$ cat src/rtl/rgb2hsv_pkg.sv
// Shared types and constants for the pipelined RGB-to-HSV converter.
package rgb2hsv_pkg;

   localparam int PIX_CW   = 8;
   localparam int HUE_FRAC = 4;
   localparam int USER_W   = 2;

   typedef enum logic [1:0] {
      SEC_R = 2'd0,
      SEC_G = 2'd1,
      SEC_B = 2'd2
   } sector_t;

   // Side payload that rides alongside the two dividers.
   typedef struct packed {
      sector_t             sector;
      logic                neg;
      logic                grey;
      logic [PIX_CW-1:0]   cmax;
      logic [USER_W-1:0]   user;
   } stage_pay_t;

   function automatic int calc_qw(input int cw, input int frac);
      return (6 + frac > cw) ? 6 + frac : cw;
   endfunction

   function automatic int calc_lat(input int cw, input int frac);
      return calc_qw(cw, frac) + 2;
   endfunction

   function automatic logic [31:0] deg(input int x, input int frac);
      return 32'(x) << frac;
   endfunction

endpackage

$ cat src/rtl/pipe_div.sv
// Restoring divider, one quotient bit per stage MSB first; stages above the
// quotient width are pass-through so several dividers can share one depth.
module pipe_div #(
   parameter int NUMW = 18,
   parameter int DENW = 8,
   parameter int QBW  = 10,
   parameter int QW   = 10
) (
   input  logic            clk,
   input  logic            rst,
   input  logic            en,
   input  logic            in_valid,
   input  logic [NUMW-1:0] in_num,
   input  logic [DENW-1:0] in_den,
   output logic            out_valid,
   output logic [QBW-1:0]  out_q
);

   localparam int XW = NUMW + DENW + QW;

   for (genvar s = 0; s < QW; s++) begin : g_stg
      localparam int B = QW - 1 - s;
      logic [NUMW-1:0] rem_in;
      logic [DENW-1:0] den_in;
      logic [QBW-1:0]  q_in, q_d, q_q;
      logic            vld_in, vld_q, ge;

      if (s == 0) begin : g_head
         assign rem_in = in_num;
         assign den_in = in_den;
         assign q_in   = '0;
         assign vld_in = in_valid;
      end else begin : g_link
         assign rem_in = g_stg[s-1].g_carry.rem_q;
         assign den_in = g_stg[s-1].g_carry.den_q;
         assign q_in   = g_stg[s-1].q_q;
         assign vld_in = g_stg[s-1].vld_q;
      end

      if (B >= QBW) begin : g_pad
         assign ge = 1'b0;
      end else begin : g_cmp
         assign ge = XW'(rem_in) >= (XW'(den_in) << B);
      end

      always_comb begin
         q_d = q_in;
         if (ge) q_d = q_in | (QBW'(1) << B);
      end

      // The last stage only needs its quotient; the remainder dies here.
      if (s < QW - 1) begin : g_carry
         logic [NUMW-1:0] rem_d, rem_q;
         logic [DENW-1:0] den_q;
         always_comb begin
            rem_d = rem_in;
            if (ge) rem_d = NUMW'(XW'(rem_in) - (XW'(den_in) << B));
         end
         always_ff @(posedge clk) begin
            if (en) begin
               rem_q <= rem_d;
               den_q <= den_in;
            end
         end
      end

      always_ff @(posedge clk or posedge rst) begin
         if (rst)     vld_q <= 1'b0;
         else if (en) vld_q <= vld_in;
      end

      always_ff @(posedge clk) begin
         if (en) q_q <= q_d;
      end
   end

   assign out_valid = g_stg[QW-1].vld_q;
   assign out_q     = g_stg[QW-1].q_q;

endmodule

$ cat src/rtl/rgb2hsv_pipe.sv
// Fully pipelined RGB-to-HSV converter with a global stall enable; one pixel
// per clock, fixed-point hue, integer saturation/value, aligned user sideband.
module rgb2hsv_pipe
   import rgb2hsv_pkg::*;
#(
   parameter int CW    = PIX_CW,
   parameter int FRAC  = HUE_FRAC,
   parameter int USERW = USER_W
) (
   input  logic             clk,
   input  logic             rst,
   input  logic             in_valid,
   output logic             in_ready,
   input  logic [CW-1:0]    in_r,
   input  logic [CW-1:0]    in_g,
   input  logic [CW-1:0]    in_b,
   input  logic [USERW-1:0] in_user,
   output logic             out_valid,
   input  logic             out_ready,
   output logic [8+FRAC:0]  out_h,
   output logic [CW-1:0]    out_s,
   output logic [CW-1:0]    out_v,
   output logic [USERW-1:0] out_user
);

   localparam int QW  = calc_qw(CW, FRAC);
   localparam int HQW = 6 + FRAC;
   localparam int HNW = CW + HQW;
   localparam int SNW = 2 * CW;
   localparam int HW  = 9 + FRAC;
   localparam logic [HW-1:0] DEG120 = HW'(deg(120, FRAC));
   localparam logic [HW-1:0] DEG240 = HW'(deg(240, FRAC));
   localparam logic [HW-1:0] DEG360 = HW'(deg(360, FRAC));

   logic en;
   logic [CW-1:0] cmax_c, cmin_c, diff_c, n_c;
   sector_t sec_c;
   logic neg_c;

   stage_pay_t s0_pay_d, s0_pay_q;
   logic [HNW-1:0] s0_hnum_d, s0_hnum_q;
   logic [SNW-1:0] s0_snum_d, s0_snum_q;
   logic [CW-1:0]  s0_diff_q;
   logic           s0_vld_q;

   stage_pay_t pay_d [QW];
   stage_pay_t pay_q [QW];
   stage_pay_t fin_pay;

   logic hdiv_vld, sdiv_vld;
   logic [HQW-1:0] qh;
   logic [CW-1:0]  qs;
   logic [HW-1:0]  h_c;

   logic             out_valid_d, out_valid_q;
   logic [HW-1:0]    out_h_d, out_h_q;
   logic [CW-1:0]    out_s_d, out_s_q, out_v_d, out_v_q;
   logic [USERW-1:0] out_user_d, out_user_q;

   assign en       = !(out_valid_q && !out_ready);
   assign in_ready = en;

   // Sector ties resolve R, then G, then B.
   always_comb begin
      cmax_c = in_r;
      cmin_c = in_r;
      if (in_g > cmax_c) cmax_c = in_g;
      if (in_b > cmax_c) cmax_c = in_b;
      if (in_g < cmin_c) cmin_c = in_g;
      if (in_b < cmin_c) cmin_c = in_b;
      diff_c = cmax_c - cmin_c;
      if (in_r >= in_g && in_r >= in_b) begin
         sec_c = SEC_R;
         neg_c = in_g < in_b;
         n_c   = neg_c ? in_b - in_g : in_g - in_b;
      end else if (in_g >= in_b) begin
         sec_c = SEC_G;
         neg_c = in_b < in_r;
         n_c   = neg_c ? in_r - in_b : in_b - in_r;
      end else begin
         sec_c = SEC_B;
         neg_c = in_r < in_g;
         n_c   = neg_c ? in_g - in_r : in_r - in_g;
      end
      s0_pay_d  = '{sector: sec_c, neg: neg_c, grey: (diff_c == '0),
                    cmax: cmax_c, user: in_user};
      s0_hnum_d = HNW'(n_c) * HNW'(60 << FRAC);
      s0_snum_d = (SNW'(diff_c) << CW) - SNW'(diff_c);
   end

   always_ff @(posedge clk or posedge rst) begin
      if (rst)     s0_vld_q <= 1'b0;
      else if (en) s0_vld_q <= in_valid;
   end

   always_ff @(posedge clk) begin
      if (en) begin
         s0_pay_q  <= s0_pay_d;
         s0_hnum_q <= s0_hnum_d;
         s0_snum_q <= s0_snum_d;
         s0_diff_q <= diff_c;
      end
   end

   always_comb begin
      pay_d[0] = s0_pay_q;
      for (int i = 1; i < QW; i++) pay_d[i] = pay_q[i-1];
   end

   always_ff @(posedge clk) begin
      if (en) pay_q <= pay_d;
   end

   pipe_div #(.NUMW(HNW), .DENW(CW), .QBW(HQW), .QW(QW)) u_hue_div (
      .clk(clk), .rst(rst), .en(en), .in_valid(s0_vld_q),
      .in_num(s0_hnum_q), .in_den(s0_diff_q),
      .out_valid(hdiv_vld), .out_q(qh)
   );

   pipe_div #(.NUMW(SNW), .DENW(CW), .QBW(CW), .QW(QW)) u_sat_div (
      .clk(clk), .rst(rst), .en(en), .in_valid(s0_vld_q),
      .in_num(s0_snum_q), .in_den(s0_pay_q.cmax),
      .out_valid(sdiv_vld), .out_q(qs)
   );

   assign fin_pay = pay_q[QW-1];

   // Grey pixels divided by zero; their quotients are discarded here.
   always_comb begin
      case (fin_pay.sector)
         SEC_G:   h_c = fin_pay.neg ? DEG120 - HW'(qh) : DEG120 + HW'(qh);
         SEC_B:   h_c = fin_pay.neg ? DEG240 - HW'(qh) : DEG240 + HW'(qh);
         default: h_c = fin_pay.neg ? DEG360 - HW'(qh) : HW'(qh);
      endcase
      out_valid_d = hdiv_vld & sdiv_vld;
      out_h_d     = fin_pay.grey ? '0 : h_c;
      out_s_d     = fin_pay.grey ? '0 : qs;
      out_v_d     = fin_pay.cmax;
      out_user_d  = fin_pay.user;
   end

   always_ff @(posedge clk or posedge rst) begin
      if (rst) begin
         out_valid_q <= 1'b0;
         out_h_q     <= '0;
         out_s_q     <= '0;
         out_v_q     <= '0;
         out_user_q  <= '0;
      end else if (en) begin
         out_valid_q <= out_valid_d;
         out_h_q     <= out_h_d;
         out_s_q     <= out_s_d;
         out_v_q     <= out_v_d;
         out_user_q  <= out_user_d;
      end
   end

   assign out_valid = out_valid_q;
   assign out_h     = out_h_q;
   assign out_s     = out_s_q;
   assign out_v     = out_v_q;
   assign out_user  = out_user_q;

endmodule

$ cat config.mk
export PLATFORM = sky130hd
export DESIGN_NAME = rgb2hsv_pipe
export DESIGN_NICKNAME = d
export VERILOG_FILES = /design/src/rtl/rgb2hsv_pkg.sv /design/src/rtl/pipe_div.sv /design/src/rtl/rgb2hsv_pipe.sv
export SDC_FILE = /design/constraint.sdc
export NUM_CORES = 1
export LEC_CHECK = 0
export BUFFER_PORTS_ARGS = -buffer_cell sky130_fd_sc_hd__buf_2
export CAP_MARGIN = 5
export CELL_PAD_IN_SITES_DETAIL_PLACEMENT = 0
export CELL_PAD_IN_SITES_GLOBAL_PLACEMENT = 2
export CORE_MARGIN = 10
export CORE_UTILIZATION = 25
export DETAILED_ROUTE_END_ITERATION = 10
export PLACE_DENSITY = 0.52
export SLEW_MARGIN = 20
export SYNTH_ARGS = -nofsm -noshare
export SYNTH_HDL_FRONTEND = slang
export SYNTH_HIERARCHICAL = 1
export SYNTH_SLANG_ARGS = --single-unit
$ cat constraint.sdc
create_clock -name clk -period 21.8 [get_ports clk]
set_input_delay 1.09 -clock clk [delete_from_list [all_inputs] [get_ports clk]]
set_output_delay 1.09 -clock clk [all_outputs]
set_load 0.02 [all_outputs]
# Word-level counts from Yosys, hierarchy flattened
# Cells that the tools add are included.
[word_totals]
reg_bits = 775
inputBits = 30
wordCells = 237
[op_classes]
add_sub_neg = 29
n_mul = 1
n_lt_le_gt_ge = 28
n_eq_ne = 2
n_mux = 35
n_reduce_logical = 5
[ops]
columns = ["op", "count"]
rows = [
  ["$mux W18", 9],
  ["$mux W16", 7],
  ["$mux W8", 10],
  ["$sub A8 B8 Y8", 7],
  ["$mux W13", 4],
  ["$lt A8 B8 Y1", 5],
  ["$pmux W13 S2", 1],
  ["$ge A8 B8 Y1", 3],
  ["$ge A18 B10 Y1", 1],
  ["$ge A18 B11 Y1", 1],
  ["$ge A18 B12 Y1", 1],
  ["$ge A18 B13 Y1", 1],
  ["$ge A18 B14 Y1", 1],
  ["$ge A18 B15 Y1", 1],
  ["$ge A18 B16 Y1", 1],
  ["$ge A18 B17 Y1", 1],
  ["$ge A18 B8 Y1", 1],
  ["$ge A18 B9 Y1", 1],
  ["$sub A18 B10 Y18", 1],
  ["$sub A18 B11 Y18", 1],
  ["$sub A18 B12 Y18", 1],
  ["$sub A18 B13 Y18", 1],
  ["$sub A18 B14 Y18", 1],
  ["$sub A18 B15 Y18", 1],
  ["34 further kinds", 38],
]

# Depth between registers and ports, before layout
[logic_depth]
depth_word = 6
ltp_mapped = 29
mapped_depth_nobuf = 28

# Modules after synthesis
# Netlist, hierarchy kept.
[by_module_without_submodules]
columns = ["mod", "n_inst", "cells_each", "area_each_um2", "seq_area_each_um2"]
rows = [
  ["pipe_div (u_hue_div)", 1, 1098, 14408.8, 8928.6],
  ["pipe_div (u_sat_div)", 1, 889, 12154.2, 7817.5],
  ["rgb2hsv_pipe", 1, 904, 11546.1, 6501.2],
]

# Least setup slack after synthesis
# No wires, ideal clock.
[synth_path]
path_kind = "input -> register"
from = "in out_ready"
to = "reg u_hue_div.g_stg[0].vld_q"
arrival_time_ns = 16.747
path_slack_ns = 4.928
path_stages = 6
n_path_buf = 3
cell_sequence = "nor2b_1 -> clkbuf_1 -> clkbuf_1 -> inv_1 -> clkbuf_1 -> mux2_2"
[synth_via]
elab_chain_len = 2
[synth_lines]
columns = ["element", "line", "text"]
rows = [
  ["start: declaration", "rgb2hsv_pipe.sv:19", "input logic out_ready,"],
  ["$logic_not A1 Y1", "rgb2hsv_pipe.sv:60", "assign en = !(out_valid_q && !out_ready);"],
  ["$logic_and A1 B1 Y1", "rgb2hsv_pipe.sv:60", ""],
  ["end signal: assignment", "pipe_div.sv:69", "else if (en) vld_q <= vld_in;"],
  ["end: declaration", "pipe_div.sv:26", "logic vld_in, vld_q, ge;"],
]
# No other way between the ends.
# A chain may end at the register's enable or synchronous reset.

# Final worst setup path
[layout_path]
from = "in in_r[5]"
to = "reg s0_snum_q[8], data pin"
[layout_via]
elab_chain_len = 6
[layout_lines]
columns = ["element", "line", "text"]
rows = [
  ["start: declaration", "rgb2hsv_pipe.sv:14", "input logic [CW-1:0] in_r,"],
  ["$gt A8 B8 Y1 or $lt A8 B8 Y1 (tied branches)", "rgb2hsv_pipe.sv:67, rgb2hsv_pipe.sv:69", ""],
  ["$mux W8 (on tied branches)", "rgb2hsv_pipe.sv:67, rgb2hsv_pipe.sv:69", ""],
  ["$gt A8 B8 Y1 or $lt A8 B8 Y1 (tied branches)", "rgb2hsv_pipe.sv:68, rgb2hsv_pipe.sv:70", ""],
  ["$mux W8 (on tied branches)", "rgb2hsv_pipe.sv:68, rgb2hsv_pipe.sv:70", ""],
  ["$sub A8 B8 Y8 (*)", "rgb2hsv_pipe.sv:71", "diff_c = cmax_c - cmin_c;"],
  ["via diff_c[4]", "rgb2hsv_pipe.sv:36", "logic [CW-1:0] cmax_c, cmin_c, diff_c, n_c;"],
  ["$sub A16 B8 Y16 (*)", "rgb2hsv_pipe.sv:88", "s0_snum_d = (SNW'(diff_c) << CW) - SNW'(diff_c);"],
  ["via s0_snum_d[8]", "rgb2hsv_pipe.sv:42", "logic [SNW-1:0] s0_snum_d, s0_snum_q;"],
  ["end signal: assignment", "rgb2hsv_pipe.sv:100", "s0_snum_q <= s0_snum_d;"],
  ["end: declaration", "rgb2hsv_pipe.sv:42", ""],
]
# Mark *: on every way through the listed nets, which the timed path passes. The rest lies on a longest branch.

==> metrics.csv <==
metric,value,unit
status,"finished, final reports clean",
Lkg Pwr,16.81,nW
post-synthesis sequential area ratio,61.00,%
Top delay family on crit path,compound AO/OA/AOI/OAI gates,
Yosys reg bits,783,
Slew headroom,32.61,%
drt wl/cell,15.88,microns
worst-margin pin slew,1005,ps
Post-CTS Resized,0,
Nets,3333,
Worst-path clk slew,70,ps
min Tclk post-route,6730,ps
max-cap violations,0,
Total GRT Usage,9.553,%
cell breakdown of the critical path,buf_2 > inv_1 > ha_1 > nand4_1 > nor3_2 > a21o_2 > nor2_1 > a21oi_1 > ha_1 > nor2b_1 > o211ai_1 > a21oi_1 > o22ai_1 > o21ai_0 > ha_1 > fa_1 > nor2b_1 > o21ai_0 > a21oi_1 > nor2b_1 > nor4_1 > inv_1 > nor3_4 > xnor2_1,
placed cell area,40900,sq um
Syn Inst Count,2891,
Clock H-tree levels,3,
CP startpoint kind,input pin,
TNS Setup,0,ps
FF+latch area,23250,sq um
Critical Path Stages,24,
share of layout cells above drive strength 1,11.16,%
ANT nets after route,0,
initial antenna violation count,0,
I/O pin cnt,63,
final instance area,43940,sq um
first-pass GRT wire length,130000,microns
cts bufs inserted,91,
final worst slack,15070,ps
Critical Path End Type,flip-flop,
Syn-to-layout area delta,15.31,%
cell area after synthesis,38110,sq um
Yosys Warn Count,6,
vias in the first global route,23160,
"Top FF cell, synth",edfxtp_1,
Post-CTS Setup Bufs,0,
final setup violation count,0,
unrepaired setup endpoints after global routing,no,
Starting Density,25.12,%
filler instances,15400,
vias,22090,
DR iter-0 viols,1116,
pre-CTS WS,14250,ps
CTS tree,done,
Max stage delay on crit path,760,ps
Slowest cell on crit path,o22ai_1,
reg2reg setup slack,17190,ps
Mean Syn Cell Area,13.18,sq um
CTS max path bufs,3,
area of the multi-input gates,13700,sq um
clk sink count,783,
reg2reg end,u_hue_div/g_stg[3].g_carry.den_q[2],
First-pass DRT Iterations,5,
Root Buffer,clkbuf_16,
Die Ht,410.4,microns
clock skew,33.71,ps
Placeable Area,151700,sq um
reg2reg path depth,6,
DPL Wire Length,60470,microns
Site Rows,143,
period utilisation layout,30.87,%
Via density,4.305,
"Req. time, crit path",22220,ps
critical path peak fanout,15,
largest net degree at the start of global routing,177,
PwrDens,180.3,nW/um^2
Critical path buffers and inverters,3,
total gr overflow,0,
Post-synth EDFFs,730,
asr flop ratio synth,6.769,%
Peak VDD IR,0.00006596,V
Max Clk Rate,0.1486,GHz
Final Hold Vio Count,0,
port bufs,62,
Post-CTS Hold Fix Bufs,0,
die width,410.4,microns
final wirelength,81470,microns
Worst Path Arrival,7150,ps
Setup Crit Path Kind,input pin to flip-flop,
GP Congestion,0.8142,
die area,168500,sq um
count of cell types in the netlist,104,
worst r2r src,out_valid,
worst-skew pair later-pin latency,680,ps
Hold Crit Class,input pin to async pin,
Post-route DRC,0,
final-report max-slew violation count,0,
[Yosys cell counts (11+ instances only)]
library cell  instances  area (sq um)
nand2_1             171         641.9
nand2b_1             45         281.5
ha_1                243          3040
fa_1                 36         720.7
inv_1               257         964.7
o31ai_1              23         172.7
nand3_1              27         135.1
or3_1                13         81.33
mux2_2               73         822.0
xnor2_1              91         797.0
xor2_1               78         683.2
o21a_1               37         277.8
clkbuf_1             22         82.58
dfrtp_1              53          1326
edfxtp_1            730         21920
o41ai_1              11         96.34
o31a_1               17         148.9
nand4b_1             13         113.9
a211oi_1             24         180.2
nor3_1               40         200.2
nand4_1              19         118.9
o21ai_0             153         765.7
nor2_1              179         671.9
nor4_1               22         137.6
a21o_1               46         345.3
nor2b_1              36         225.2
o21bai_1             15         112.6
a21oi_1             160         800.8
mux2i_1              23         230.2
buf_2                14         70.07
or4_1                18         135.1
[stage by stage]
step           cells  power [mW]  utilization, %  hold WS (ps)
2_1_floorplan   2902       5.760               -         400.3
3_5_place_dp    4961       6.479           26.96         404.5
3_3_place_gp    4961       6.425           26.96         400.7
6_report        5131       7.925           28.96         302.5
4_1_cts         5130       8.066           28.96         219.9
5_1_grt         5130       8.599           28.96         264.4
[state kept, by name, summed over array words and instances, names as in the netlist, 9 cells and up]
signal,count
u_sat_div/g_stg.q_q,28
pay_d,140
u_hue_div/g_stg.g_carry.den_q,72
u_sat_div/g_stg.g_carry.den_q,72
u_hue_div/g_stg.vld_q,9
u_sat_div/g_stg.g_carry.rem_q,144
u_hue_div/out_q,10
u_sat_div/g_stg.vld_q,9
out_h,13
u_hue_div/g_stg.g_carry.rem_q,162
s0_snum_q,16
s0_hnum_q,12
u_hue_div/g_stg.q_q,45
[placed cells by master, fill, tap and decap left out, drive strengths merged, types with 93 or more instances in the layout]
| cell type | synthesis | layout |
|---|---|---|
| edfxtp | 730 | 730 |
| inv | 260 | 268 |
| ha | 243 | 243 |
| nor2 | 180 | 180 |
| nand2 | 172 | 172 |
| a21oi | 165 | 165 |
| o21ai | 165 | 165 |
| clkbuf | 22 | 107 |
| xnor2 | 93 | 93 |
[cells by family (layout without fill, tap and decap cells)]
family                   count (synthesis)  count (layout)  synth area share (%)
flip-flops                             783             783                 61.00
buffers and inverters                  306             504                 3.204
XOR/XNOR                               171             171                 3.969
AO/OA/AOI/OAI                          598             598                 10.17
other                                    1              13              0.009840
adder cells (fa/ha/maj)                279             279                 9.869
AND/OR/NAND/NOR                        652             652                 8.825
multiplexers                           101             101                 2.948
[layout make-up]
type | count | area share (%)
Sequential cell | 783 | 52.90
Multi-Input combinational cell | 1813 | 31.18
Tap cell | 2030 | 5.780
Clock buffer | 107 | 5.410
Inverter | 260 | 2.244
Clock inverter | 62 | 1.492
Timing Repair Buffer | 75 | 0.9852
Antenna cell | 1 | 0.005695
[worst max path at each step]
stage	to	startpoint	slack [ps]
after CTS	s0_hnum_q[17]	in_b[0]	14990
after detailed placement	s0_hnum_q[17]	in_b[0]	14250
after floorplan	u_hue_div/g_stg[0].vld_q	out_ready	4930
after global placement	s0_hnum_q[17]	in_b[0]	14320
final	s0_snum_q[8]	in_r[5]	15070
after global routing	s0_hnum_q[17]	in_b[0]	14450
[power breakdown]
part           internal [mW]  switching [mW]
logic                   1.38            1.80
clock network          0.905           0.624
registers               2.80           0.418
[worst register-to-register path, cell delays in order (launching register included)]
cell and delay (ps):
dfrtp_1 380, nor2b_4 120, buf_4 290, inv_8 680, buf_4 910, buf_4 840
buf_4 880
[per-layer routing]
metal  up-vias  routed length [microns]  GRT usage [%]
li1      10950                        -              -
met1     10700                    35900          11.54
met2       296                    40200          16.69
met3       142                     2589          1.645
met4         0                     2777          3.974
met5         -                        0              0
Power figures use the tool's default switching activity.
